--- src/rtl/alu_rs_pkg.sv ---
// Shared widths and small helpers for the ALU reservation station.
// ALU opcode encodings live in the ALU's own op header, not here.
package alu_rs_pkg;

  localparam int DEF_ENTRY_NUM    = 4;
  localparam int DEF_XPR_LEN      = 32;
  localparam int DEF_ALU_OP_WIDTH = 4;
  localparam int DEF_TAG_WIDTH    = 6;
  localparam int MAX_ENTRY_NUM    = 8;

  // Entry field layout at default widths: busy | op | src1 | vld1 | src2 | vld2 | rrftag
  typedef struct packed {
    logic                        busy;
    logic [DEF_ALU_OP_WIDTH-1:0] op;
    logic [DEF_XPR_LEN-1:0]      src1;
    logic                        vld1;
    logic [DEF_XPR_LEN-1:0]      src2;
    logic                        vld2;
    logic [DEF_TAG_WIDTH-1:0]    rrftag;
  } rs_entry_t;

  function automatic logic [3:0] popcount8(input logic [MAX_ENTRY_NUM-1:0] v);
    logic [3:0] cnt;
    cnt = 4'd0;
    for (int i = 0; i < MAX_ENTRY_NUM; i++) begin
      cnt = cnt + {3'd0, v[i]};
    end
    return cnt;
  endfunction

  function automatic logic [2:0] onehot_idx8(input logic [MAX_ENTRY_NUM-1:0] v);
    logic [2:0] idx;
    idx = 3'd0;
    for (int i = 0; i < MAX_ENTRY_NUM; i++) begin
      idx = idx | (v[i] ? 3'(i) : 3'd0);
    end
    return idx;
  endfunction

endpackage

--- src/rtl/alu_rs_oldest_sel.sv ---
// Age-matrix oldest-ready picker: grants the ready entry that no other
// ready entry is older than. Purely combinational.
module alu_rs_oldest_sel #(
  parameter int N = 4
) (
  input  logic [N-1:0]        ready,
  input  logic [N-1:0][N-1:0] older,
  output logic [N-1:0]        grant,
  output logic                found
);

  logic [N-1:0] blocked_s;

  // An entry is blocked when any other ready entry was dispatched before it
  always_comb begin
    blocked_s = '0;
    grant     = '0;
    found     = |ready;
    for (int i = 0; i < N; i++) begin
      for (int j = 0; j < N; j++) begin
        blocked_s[i] = blocked_s[i] | (ready[j] & older[j][i] & (j != i));
      end
      grant[i] = ready[i] & ~blocked_s[i];
    end
  end

endmodule

--- src/rtl/alu_rs.sv ---
// Reservation station for the integer ALU: dispatch, CDB wakeup/bypass,
// oldest-ready select and a registered, stallable issue stage.
module alu_rs
  import alu_rs_pkg::*;
#(
  parameter int ENTRY_NUM    = DEF_ENTRY_NUM,
  parameter int XPR_LEN      = DEF_XPR_LEN,
  parameter int ALU_OP_WIDTH = DEF_ALU_OP_WIDTH,
  parameter int TAG_WIDTH    = DEF_TAG_WIDTH
) (
  input  logic                         clk,
  input  logic                         reset,
  input  logic                         kill,
  input  logic                         dp_valid,
  output logic                         dp_ready,
  input  logic [ALU_OP_WIDTH-1:0]      dp_op,
  input  logic [XPR_LEN-1:0]           dp_src1,
  input  logic                         dp_vld1,
  input  logic [XPR_LEN-1:0]           dp_src2,
  input  logic                         dp_vld2,
  input  logic [TAG_WIDTH-1:0]         dp_rrftag,
  input  logic                         cdb_valid,
  input  logic [TAG_WIDTH-1:0]         cdb_tag,
  input  logic [XPR_LEN-1:0]           cdb_data,
  output logic                         iss_valid,
  input  logic                         iss_ready,
  output logic [ALU_OP_WIDTH-1:0]      iss_op,
  output logic [XPR_LEN-1:0]           iss_in1,
  output logic [XPR_LEN-1:0]           iss_in2,
  output logic [TAG_WIDTH-1:0]         iss_rrftag,
  output logic [$clog2(ENTRY_NUM):0]   count
);

  localparam int IDX_W = $clog2(ENTRY_NUM);
  localparam int CNT_W = $clog2(ENTRY_NUM) + 1;

  typedef struct packed {
    logic                    busy;
    logic [ALU_OP_WIDTH-1:0] op;
    logic [XPR_LEN-1:0]      src1;
    logic                    vld1;
    logic [XPR_LEN-1:0]      src2;
    logic                    vld2;
    logic [TAG_WIDTH-1:0]    rrftag;
  } entry_t;

  entry_t                              ent_r [ENTRY_NUM];
  logic [ENTRY_NUM-1:0][ENTRY_NUM-1:0] older_r;
  logic                                iss_valid_r;
  logic [ALU_OP_WIDTH-1:0]             iss_op_r;
  logic [XPR_LEN-1:0]                  iss_in1_r;
  logic [XPR_LEN-1:0]                  iss_in2_r;
  logic [TAG_WIDTH-1:0]                iss_rrftag_r;
  logic [CNT_W-1:0]                    count_r;

  logic [ENTRY_NUM-1:0]     busy_s;
  logic [ENTRY_NUM-1:0]     ready_s;
  logic [ENTRY_NUM-1:0]     wake1_s;
  logic [ENTRY_NUM-1:0]     wake2_s;
  logic [ENTRY_NUM-1:0]     grant_s;
  logic [ENTRY_NUM-1:0]     busy_nx_s;
  logic [MAX_ENTRY_NUM-1:0] busy8_nx_s;
  logic [MAX_ENTRY_NUM-1:0] grant8_s;
  logic                     found_s;
  logic                     dp_ready_s;
  logic                     dp_fire_s;
  logic                     advance_s;
  logic                     issue_s;
  logic [IDX_W-1:0]         free_idx_s;
  logic [IDX_W-1:0]         win_idx_s;
  logic                     dp_v1_s;
  logic                     dp_v2_s;
  logic [XPR_LEN-1:0]       dp_s1_s;
  logic [XPR_LEN-1:0]       dp_s2_s;

  // Per-entry status, wakeup match and lowest-index free slot (descending scan)
  always_comb begin
    busy_s     = '0;
    ready_s    = '0;
    wake1_s    = '0;
    wake2_s    = '0;
    free_idx_s = '0;
    for (int i = ENTRY_NUM - 1; i >= 0; i--) begin
      busy_s[i]  = ent_r[i].busy;
      ready_s[i] = ent_r[i].busy & ent_r[i].vld1 & ent_r[i].vld2;
      wake1_s[i] = ent_r[i].busy & ~ent_r[i].vld1 & cdb_valid &
                   (ent_r[i].src1[TAG_WIDTH-1:0] == cdb_tag);
      wake2_s[i] = ent_r[i].busy & ~ent_r[i].vld2 & cdb_valid &
                   (ent_r[i].src2[TAG_WIDTH-1:0] == cdb_tag);
      free_idx_s = ent_r[i].busy ? free_idx_s : IDX_W'(i);
    end
  end

  alu_rs_oldest_sel #(.N(ENTRY_NUM)) u_sel (
    .ready (ready_s),
    .older (older_r),
    .grant (grant_s),
    .found (found_s)
  );

  // Dispatch-side CDB bypass so a same-cycle broadcast is not missed
  always_comb begin
    dp_v1_s = dp_vld1 | (cdb_valid & (dp_src1[TAG_WIDTH-1:0] == cdb_tag));
    dp_v2_s = dp_vld2 | (cdb_valid & (dp_src2[TAG_WIDTH-1:0] == cdb_tag));
    dp_s1_s = (!dp_vld1 && dp_v1_s) ? cdb_data : dp_src1;
    dp_s2_s = (!dp_vld2 && dp_v2_s) ? cdb_data : dp_src2;
  end

  // Handshakes and next busy vector (used for the registered count)
  always_comb begin
    dp_ready_s = ~&busy_s;
    dp_fire_s  = dp_valid & dp_ready_s & ~kill;
    advance_s  = ~iss_valid_r | iss_ready;
    issue_s    = advance_s & found_s;
    busy_nx_s  = '0;
    busy8_nx_s = '0;
    grant8_s   = '0;
    for (int i = 0; i < ENTRY_NUM; i++) begin
      busy_nx_s[i] = ~kill & ((busy_s[i] & ~(issue_s & grant_s[i])) |
                              (dp_fire_s & (free_idx_s == IDX_W'(i))));
      busy8_nx_s[i] = busy_nx_s[i];
      grant8_s[i]   = grant_s[i];
    end
    win_idx_s = IDX_W'(onehot_idx8(grant8_s));
  end

  // Entry array, age matrix, issue register and count
  always_ff @(posedge clk) begin
    if (!reset) begin
      for (int i = 0; i < ENTRY_NUM; i++) begin
        ent_r[i] <= '0;
      end
      older_r      <= '0;
      iss_valid_r  <= 1'b0;
      iss_op_r     <= '0;
      iss_in1_r    <= '0;
      iss_in2_r    <= '0;
      iss_rrftag_r <= '0;
      count_r      <= '0;
    end else begin
      for (int i = 0; i < ENTRY_NUM; i++) begin
        ent_r[i].busy <= busy_nx_s[i];
        if (dp_fire_s && (free_idx_s == IDX_W'(i))) begin
          ent_r[i].op     <= dp_op;
          ent_r[i].src1   <= dp_s1_s;
          ent_r[i].vld1   <= dp_v1_s;
          ent_r[i].src2   <= dp_s2_s;
          ent_r[i].vld2   <= dp_v2_s;
          ent_r[i].rrftag <= dp_rrftag;
        end else begin
          if (wake1_s[i]) begin
            ent_r[i].src1 <= cdb_data;
            ent_r[i].vld1 <= 1'b1;
          end
          if (wake2_s[i]) begin
            ent_r[i].src2 <= cdb_data;
            ent_r[i].vld2 <= 1'b1;
          end
        end
      end
      if (dp_fire_s) begin
        for (int j = 0; j < ENTRY_NUM; j++) begin
          if (busy_s[j]) begin
            older_r[j][free_idx_s] <= 1'b1;
            older_r[free_idx_s][j] <= 1'b0;
          end
        end
      end
      if (kill) begin
        iss_valid_r <= 1'b0;
      end else if (advance_s) begin
        if (found_s) begin
          iss_valid_r  <= 1'b1;
          iss_op_r     <= ent_r[win_idx_s].op;
          iss_in1_r    <= ent_r[win_idx_s].src1;
          iss_in2_r    <= ent_r[win_idx_s].src2;
          iss_rrftag_r <= ent_r[win_idx_s].rrftag;
        end else begin
          iss_valid_r <= 1'b0;
        end
      end
      count_r <= CNT_W'(popcount8(busy8_nx_s));
    end
  end

  assign dp_ready   = dp_ready_s;
  assign iss_valid  = iss_valid_r;
  assign iss_op     = iss_op_r;
  assign iss_in1    = iss_in1_r;
  assign iss_in2    = iss_in2_r;
  assign iss_rrftag = iss_rrftag_r;
  assign count      = count_r;

endmodule
--- config.mk ---
export PLATFORM = sky130hd
export DESIGN_NAME = alu_rs
export DESIGN_NICKNAME = d
export VERILOG_FILES = /design/src/rtl/alu_rs_pkg.sv /design/src/rtl/alu_rs_oldest_sel.sv /design/src/rtl/alu_rs.sv
export SDC_FILE = /design/constraint.sdc
export NUM_CORES = 1
export LEC_CHECK = 0
export ABC_AREA = 0
export BUFFER_PORTS_ARGS = -buffer_cell sky130_fd_sc_hd__buf_2
export CAP_MARGIN = 20
export CORE_MARGIN = 2
export CORE_UTILIZATION = 30
export DETAILED_ROUTE_END_ITERATION = 8
export HOLD_SLACK_MARGIN = 0.06
export PLACE_DENSITY = 0.42
export SLEW_MARGIN = 5
export SYNTH_ARGS = -nofsm -noshare
export SYNTH_HDL_FRONTEND = slang
export SYNTH_HIERARCHICAL = 1
export SYNTH_SLANG_ARGS = --single-unit
--- constraint.sdc ---
create_clock -name clk -period 5.7 [get_ports clk]
set_input_delay 0.57 -clock clk [delete_from_list [all_inputs] [get_ports clk]]
set_output_delay 0.57 -clock clk [all_outputs]
set_load 0.005 [all_outputs]
After elaboration in Yosys (flattened, before gate mapping)
Memory sizes are Yosys's and may differ from the RTL's. A register that Yosys moved wholly into a read port is not among the register bits. Index checks and enable logic that the tools add are counted. Widths: inputs -> output; s select.

Register bits after elaboration: 20. Bits in writable memories: 308. Word-level logic and storage cells: 322. Memories: 1.

Memory list: ent_r (words 4, width 77, read ports 5, clocked after Yosys merged registers in 1, write ports 4, line alu_rs.sv:47) `entry_t ent_r [ENTRY_NUM];`.

$add $sub $neg: 3. Order comparisons: 2. Equality and inequality tests: 13. Multiplexer cells: 120. Bitwise gates (word level): 161. Reduce and logical (&&, ||, !) cells: 16.

Operator list (count): $mux 32 (18); $mux 16 (10); $mux 1 (70); $and 1x1->1 (69); $and 16x16->16 (4); $not 16->16 (4); $eq 6x6->1 (10); $or 1x1->1 (59); $demux 4 s2 (4); $mux 6 (4); $mux 4 (5); $not 1->1 (19); $or 4x4->4 (4); $mux 2 (7); $logic_and 1x1->1 (7); $eq 2x2->1 const B (2); $logic_not 1->1 (4); $reduce_and 4->1 (1); $reduce_or 4->1 (1); $add 2x1->3 (1); $add 3x1->3 (1); $lt 2x3->1 const B (1); $mux 3 (1); $reduce_and 3->1 (1); other kinds (8) (8).

Logic depth before layout (Yosys ltp)
Gate-level depths: netlist of the first run. An unclocked memory read counts as a cell.

Word-level depth: 27. Gate-level depth with buffers: 15.

Hierarchy
Netlist of the first run, hierarchy kept.

Modules (own cells, without submodules): alu_rs (times used 1, cells an instance 1668, area an instance 19097.1 µm², sequential area each 11090.6 µm²); alu_rs_oldest_sel (times used 1, cells an instance 13, area an instance 78.8 µm², sequential area each 0.0 µm²).

Worst setup path before layout of the first run
OpenSTA, ideal clock, no wires.

Path type: input-to-reg. Start point: input port cdb_valid. End point: memory ent_r[3][39] in the netlist's numbering, enable pin. Arrival: 3.633 ns. Required time: 5.227 ns. Path slack: 1.593 ns. Stages: 4. Buffers on the path: 1. Path through: clkbuf_1 > and2_1 > nand4_1 > o31ai_1.

RTL lines: start, declared (line alu_rs.sv:22) `input logic cdb_valid,`; end, declared (line alu_rs.sv:47).

==> results.txt, run 1 <==
The core region is 63000 um^2. Layout overhead on the synthesized area: 17.2%. The tools report the standby leakage power as 0.00823 uW.

The final-report hold violation count came out at 0. The number of maximum-capacitance violations is 0, and the die outline height is 256 um. The count of clock tree sinks is 398, and the buffers plus inverters on the worst setup path is 1. In this run, CTS created clock tree buffers numbering 49. After clock tree synthesis, the repair step resized 0 gates. The run gives 0 as the number of DRC violations after detailed routing. On the final layout, the worst clock skew is 0.0170 ns.

The first-pass GRT wire length was 102 mm. During synthesis, Yosys emitted a total of 6 warnings. Clock tree synthesis selected as its root buffer the cell sky130_fd_sc_hd__clkbuf_16. The via density per instance was 5.42.

The category of the most critical setup path was flop to flop. At the pin with the least slew margin, the transition time is 1.07 ns. The effective utilization at floorplan was 30.3%; the minimum period implied by the final worst setup slack was 3.58 ns. The worst setup path is captured at a flop. The logs give 6 for the detailed-router iteration count before antenna repair and 43.1 mm for the half-perimeter wire length after placement. The run finished with clean final reports.

The floorplan has 92 rows. The per-cell routed wire length was 26.3 um. In the final timing run, aggregate negative setup slack is 0 ns.

For the top-level I/O count, the log shows 199. The number of levels in the clock H-tree is 2. The logs give 279 MHz for the achievable frequency and 0 for the post-detailed-route count of antenna-violating nets. The number of nets in the synthesized netlist is 1796. The number of DRC violations after detailed-routing iteration 0 came out at 1023. The floorplan step defined a die boundary enclosing 65600 um^2. The clock insertion delay at the later pin of the skew report is 0.59 ns, and the number of buffer cells added on primary ports is 198. The tools report the number of setup violations in the final report as 0. The layout net count is 1909.

The tools report the post-detailed-routing wire length as 70.3 mm. The logs give 0 for the final-report max-slew violation count and 35.5% for the final core utilization. Across every metal layer, demand over resource in global routing totals 21.0%. The mapped netlist covers 19100 um^2. Entering global routing, the biggest net connects 83 pins.

The number of hold buffers added after CTS was 0. The run gives 1673 as the synthesized netlist cell count. Summed over all layers, the global routing overflow is 0. The filler cell count in the final layout came out at 6327. The area taken by flip-flops and latches was 11000 um^2. Setup repair after global routing left no endpoint under its margin. The worst-path maximum fanout came out at 70. In this run the tightest slew margin relative to its limit is 28.0%. The largest individual stage delay along the critical path comes from the cell sky130_fd_sc_hd__nor2_4. The signal on the critical path passes through and3_1 -> a22oi_1 -> and3_4 -> nor2_4 -> buf_12 -> nand2_1 -> a311o_1 -> a21oi_1. Worst-case vdd ir drop: 0.000208 V. Summing over every cut layer, the via total after detailed routing is 14513.

The largest single stage delay on the critical path is 0.89 ns. Combined area of the multi-input logic cells: 7390 um^2. Number of setup buffers added after CTS: 0. The worst setup path is launched from a flop.

The largest buffer count on any clock path was 3; the data arrival time of the worst path was 4.09 ns. The required arrival time at the worst endpoint is 6.21 ns, and the total power density per cell area is 298 nW/um^2. The final critical path takes up 62.8% of the cycle.

The routability-driven placement congestion ratio is 0.825. From left edge to right edge, the die measures 256 um. Type of the worst min-delay path: input port to flop.

The post-route netlist has 19.2% of its cells at a drive strength greater than 1. TritonCTS built the clock tree. For the number of antenna violations at the first check in global routing, the log shows 7. The kind of cell with the highest combined delay along the critical path is simple AND/OR/NAND/NOR gates. Averaged over all synthesized cells, the footprint is 11.4 um^2.

For the number of global-route vias before repair, the log shows 14516. After clock tree synthesis, the clock-pin slew on the worst setup and hold paths is 0.06 ns. The design draws 6650 uW.
[layout by cell type (no fill, tap or decap), types with 6 or more instances in the layout]
cell type	count
sky130_fd_sc_hd__nand2_1	251
sky130_fd_sc_hd__clkbuf_16	51
sky130_fd_sc_hd__and3_1	28
sky130_fd_sc_hd__and2_1	35
sky130_fd_sc_hd__a311o_1	74
sky130_fd_sc_hd__clkbuf_8	7
sky130_fd_sc_hd__buf_2	198
sky130_fd_sc_hd__nand3_1	14
sky130_fd_sc_hd__xor2_1	15
sky130_fd_sc_hd__xnor2_1	45
sky130_fd_sc_hd__nand4_1	7
sky130_fd_sc_hd__or4_1	6
sky130_fd_sc_hd__a221o_1	10
sky130_fd_sc_hd__clkbuf_1	24
sky130_fd_sc_hd__dfxtp_1	94
sky130_fd_sc_hd__a21oi_1	88
sky130_fd_sc_hd__o21ai_0	10
sky130_fd_sc_hd__clkinv_2	7
sky130_fd_sc_hd__edfxtp_1	304
sky130_fd_sc_hd__inv_1	8
sky130_fd_sc_hd__a211oi_1	74
sky130_fd_sc_hd__nor2_1	22
sky130_fd_sc_hd__nor3_1	11
sky130_fd_sc_hd__nor2b_1	74
sky130_fd_sc_hd__buf_4	38
sky130_fd_sc_hd__nor2_2	6
sky130_fd_sc_hd__a22o_1	240
[sequential cells by signal, summed over array words and instances (netlist names)]
signal / count
ent_r: 308
iss_in1: 32
iss_in2: 32
older_r: 12
iss_rrftag: 6
iss_op: 4
count: 3
iss_valid: 1
[routing by layer]
metal  global-route usage, %  wire length [um]  share of wire (%)  vias to the layer above
li1                        -                 -                  -                     6601
met1                    28.7             32000                 46                     7413
met2                    35.4             33800                 48                      414
met3                    2.64              3250                4.6                       83
met4                    5.04              1270                1.8                        2
met5                       0                13              0.018                        -
[path summary, 6_finish.rpt]
path	end	startpoint	cells after the start	slack [ns]
setup / recovery	iss_in2[10]$_SDFFE_PN0P_	ent_r[2][76]$_DFF_P_	8	2.12
hold / removal	ent_r[3][76]$_DFF_P_	kill	2	0.25
setup reg to reg	iss_in2[10]$_SDFFE_PN0P_	ent_r[2][76]$_DFF_P_	8	2.12
hold reg to reg	iss_op[2]$_SDFFE_PN0P_	iss_op[2]$_SDFFE_PN0P_	2	0.45
[stage by stage]
| step | setup WS [ns] | std cells | instance area [um^2] | hold WS, ns |
|---|---|---|---|---|
| after CTS | 2.11 | 2672 | 22300 | 0.211 |
| final | 2.12 | 2676 | 22400 | 0.249 |
| after floorplan | 1.59 | 1673 | 19100 | 0.426 |
| after global placement | 2.14 | 2580 | 20800 | 0.442 |
| after detailed placement | 2.08 | 2580 | 20800 | 0.444 |
| after global routing | 1.87 | 2674 | 22300 | 0.235 |
[worst reg2reg max path, stage by stage, from the launching register on]
cell and delay [ns]:
sky130_fd_sc_hd__dfxtp_1 0.68, sky130_fd_sc_hd__and3_1 0.35, sky130_fd_sc_hd__a22oi_1 0.11, sky130_fd_sc_hd__and3_4 0.41, sky130_fd_sc_hd__nor2_4 0.91, sky130_fd_sc_hd__buf_12 0.40, sky130_fd_sc_hd__nand2_1 0.13, sky130_fd_sc_hd__a311o_1 0.38
sky130_fd_sc_hd__a21oi_1 0.14
[layout make-up]
class                      instances  area share [%]
tap                              846            4.74
clock buffer                      82            6.54
multi-input combinational       1087            33.0
sequential                       398            49.3
clock inverter                    10           0.263
timing repair buffer             239            5.94
inverter                          11           0.190
antenna                            3          0.0336
[report_power, final]
| part | switching, uW | leakage (uW) | internal, uW | total, uW |
|---|---|---|---|---|
| Clock | 1270 | 0.000741 | 1740 | 3010 |
| Combinational | 279 | 0.00354 | 115 | 395 |
| Sequential | 32.6 | 0.00394 | 3210 | 3250 |
| Total | 1580 | 0.00823 | 5070 | 6650 |
No activity file was read; power rests on OpenSTA's default activity.
==> run 2: changes to the inputs <==
- ABC_AREA: 0 -> 1
- PLACE_DENSITY: 0.42 -> 0.44
- clock period: 5.7 -> 3.05 ns (I/O delays scaled with it)
==> results.txt, run 2 <==
The logs give 0.0297 ns (+0.0127 ns) for the clock skew after layout and 7243 (+14%) for the filler cell count in the final layout. The via density per instance was 5.27 (-2.8%); the pre-CTS worst setup slack was 0.461 ns (-1.62 ns). Effective utilization at floorplan: 30.2% (-0.072 points). TritonCTS built the clock tree.

Worst slew slack as a fraction of its limit: 26.1% (-1.8 points). Walking the worst path, the cells encountered are and3_1 -> nor2_1 -> nand2_1 -> nand2_1 -> inv_1 -> nand2_1 -> nand2_1 -> nand2_1 -> nand2_1 -> fa_1 -> inv_1 -> ha_1 -> ha_1 -> nand2_1 -> inv_1. Number of global-route vias before repair: 18424 (+27%). The worst setup path is captured at a flop. Number of flip-flops in the largest register: 308 (unchanged). The final-report max-slew violation count came out at 0 (unchanged). The number of buffer cells added on primary ports works out to 198 (unchanged). For the count of clock tree sinks, the log shows 398 (unchanged). Worst setup margin: 0.439 ns (-1.68 ns). The logs give 3.11 ns (-0.98 ns) for the data arrival time of the worst path and 72500 um^2 (+11%) for the area of the die. Register clock-pin slew on the reported worst setup and hold paths: 0.06 ns (about the same). The core area came out at 69900 um^2 (+11%). The layout net count was 2730 (+43%). Grouping stages by cell kind, the critical path spends the most delay in adder cells. The destination of the worst hold path is ent_r[1][74]$_DFFE_PP_. In the layout the commonest cells are sky130_fd_sc_hd__nor2_1, sky130_fd_sc_hd__nand3_1, sky130_fd_sc_hd__edfxtp_1.

The post-detailed-route count of antenna-violating nets was 0 (unchanged); the worst hold path cell count was 3 (+1). Setup repair after global routing left no endpoint under its margin. The number of setup violations in the final report came out at 0 (unchanged). The category of the most critical setup path was flop to flop. The logs give 0 ns (unchanged) for the summed negative setup slack over all endpoints and 1620 (+58%) for the number of DRC violations after detailed-routing iteration 0.

The minimum period implied by the final worst setup slack is 2.61 ns (-0.968 ns), and the post-detailed-routing wire length is 84.5 mm (+20%). The top-level I/O count was 199 (unchanged). The worst setup path is launched from a flop. The number of levels in the clock H-tree is 2 (unchanged), and the fraction of layout instances using a drive strength above 1 is 19.6% (+0.36 points). The maximum cell stage delay along the critical path is 0.55 ns (-0.34 ns).

The flow ran to the end, and the final reports show no timing, DRC or antenna violations. The number of maximum-capacitance violations is 0 (unchanged), and the achievable frequency is 383 MHz (+37%). Number of synthesis warnings: 6 (unchanged).

The buffers plus inverters on the worst setup path is 3 (+2). The synthesized netlist net count is 2529 (+41%), and the layout overhead on the synthesized area is 20.5%. The worst-path maximum fanout was 5 (-93%). The worst register-to-register path ends at count[1]$_SDFF_PN0_. The die width works out to 269 um (+5.2%). The critical register-to-register path startpoint was ent_r[1][39]$_DFFE_PP_. The run gives 53.3 mm (+24%) as the half-perimeter wire length after placement.

Number of cell instances on the worst register-to-register path: 15 (+7). The number of antenna cells inserted is 0 (-3). The type of the worst min-delay path was input port to flop. The worst-case vdd ir drop is 0.000372 V (+79%), and the number of setup buffers added after CTS is 0 (unchanged). Root buffer selected by CTS: sky130_fd_sc_hd__clkbuf_16. The largest buffer count on any clock path is 3 (unchanged), and the transition time at the pin with the least slew margin is 1.10 ns (+0.0314 ns).

For the final-report hold violation count, the log shows 0 (unchanged). The routability-driven placement congestion ratio is 0.914 (+11%). The TritonCTS buffer count was 49 (unchanged). Critical path's most frequent cell: sky130_fd_sc_hd__nand2_1. Clock insertion delay at the later pin of the skew report: 0.61 ns (+0.02 ns). The first-pass GRT wire length was 124 mm (+21%); the combined area of the multi-input logic cells was 8650 um^2 (+17%).

The die outline height works out to 269 um (+5.2%). The final period utilization was 85.6% (+23 points). The standby leakage power was 0.0102 uW (+24%). The cell with the biggest individual delay on the critical path was sky130_fd_sc_hd__fa_1.

The largest net degree at the start of global routing was 71 (-14%). Mean area per synthesized cell: 8.78 um^2 (-23%). Area taken by flip-flops and latches: 11000 um^2 (unchanged). The run gives 0 (unchanged) as the global-route congestion overflow total. The combined area of all synthesized cells was 21100 um^2 (+11%); the total global routing track utilization was 22.9% (+1.9 points). The run gives 2406 (+44%) as the synthesized netlist cell count. The per-cell routed wire length is 23.6 um (-10%), and the number of buffers inserted by hold repair at cts is 33 (+33). The number of vias after detailed routing is 18900 (+30%).

The worst hold path begins at dp_op[2]. The most common cell after layout, fill and taps aside is sky130_fd_sc_hd__nor2_1. The total power density per cell area came out at 521 nW/um^2 (+75%). For the required arrival time at the worst endpoint, the log shows 3.54 ns (-2.67 ns).

For the reg2reg setup slack, the log shows 0.44 ns (-1.68 ns). Counting flops per register, the top entry is ent_r. The number of DRC violations after detailed routing was 0 (unchanged); the detailed-router iteration count before antenna repair was 6 (unchanged).

The post-cts repair resize count is 0 (unchanged), and the power after layout is 13300 uW (+99%). The logs give 97 (+5.4%) for the cell row count and 1 (-6) for the number of antenna violations at the first check in global routing.
## run 2: worst min-delay path, delay by kind of cell
kind                   cells  cell delay [ns]
AND/OR/NAND/NOR            1             0.10
buffers and inverters      2             0.15
## run 2: worst max-delay path by stage
stage	from	to	cells past startpoint
finish	ent_r[1][39]$_DFFE_PP_	count[1]$_SDFF_PN0_	15
floorplan	ent_r[1][76]$_DFF_P_	count[1]$_SDFF_PN0_	13
detailed placement	ent_r[0][76]$_DFF_P_	count[1]$_SDFF_PN0_	14
global route	ent_r[3][76]$_DFF_P_	count[1]$_SDFF_PN0_	14
CTS	ent_r[0][76]$_DFF_P_	count[1]$_SDFF_PN0_	14
global placement	ent_r[2][6]$_DFFE_PP_	count[1]$_SDFF_PN0_	15
## run 2: power by group
part / leakage, uW / switching [uW] / internal (uW)
clock: 0.000823 / 2400 / 3740
sequential: 0.00391 / 70.3 / 6020
combinational: 0.00547 / 738 / 297
## run 2: through the flow
stage / cell area, um^2 / cells / hold slack [ns] / utilization, %
6_report: 25500 / 3587 / 0.0871 / 36.4
2_1_floorplan: 21100 / 2406 / 0.425 / -
3_5_place_dp: 23400 / 3463 / 0.460 / 33.5
5_1_grt: 25500 / 3587 / 0.0795 / 36.4
4_1_cts: 25500 / 3587 / 0.0608 / 36.4
3_3_place_gp: 23400 / 3463 / 0.460 / 33.5
## run 2: layout make-up
type,count,area share [%]
clock buffer,74,5.59
clock inverter,17,1.03
inverter,179,2.67
multi-input combinational,1672,34.0
sequential,398,43.3
tap,940,4.62
timing repair buffer,307,8.87
## run 2: metal layers
layer  share of wire [%]  GRT usage (%)  vias up
met5                   0              0        -
met2                  47           37.8      771
met3                 6.8           3.55      155
li1                    -              -     8777
met1                  43           30.8     9197
met4                 2.9           7.32        0
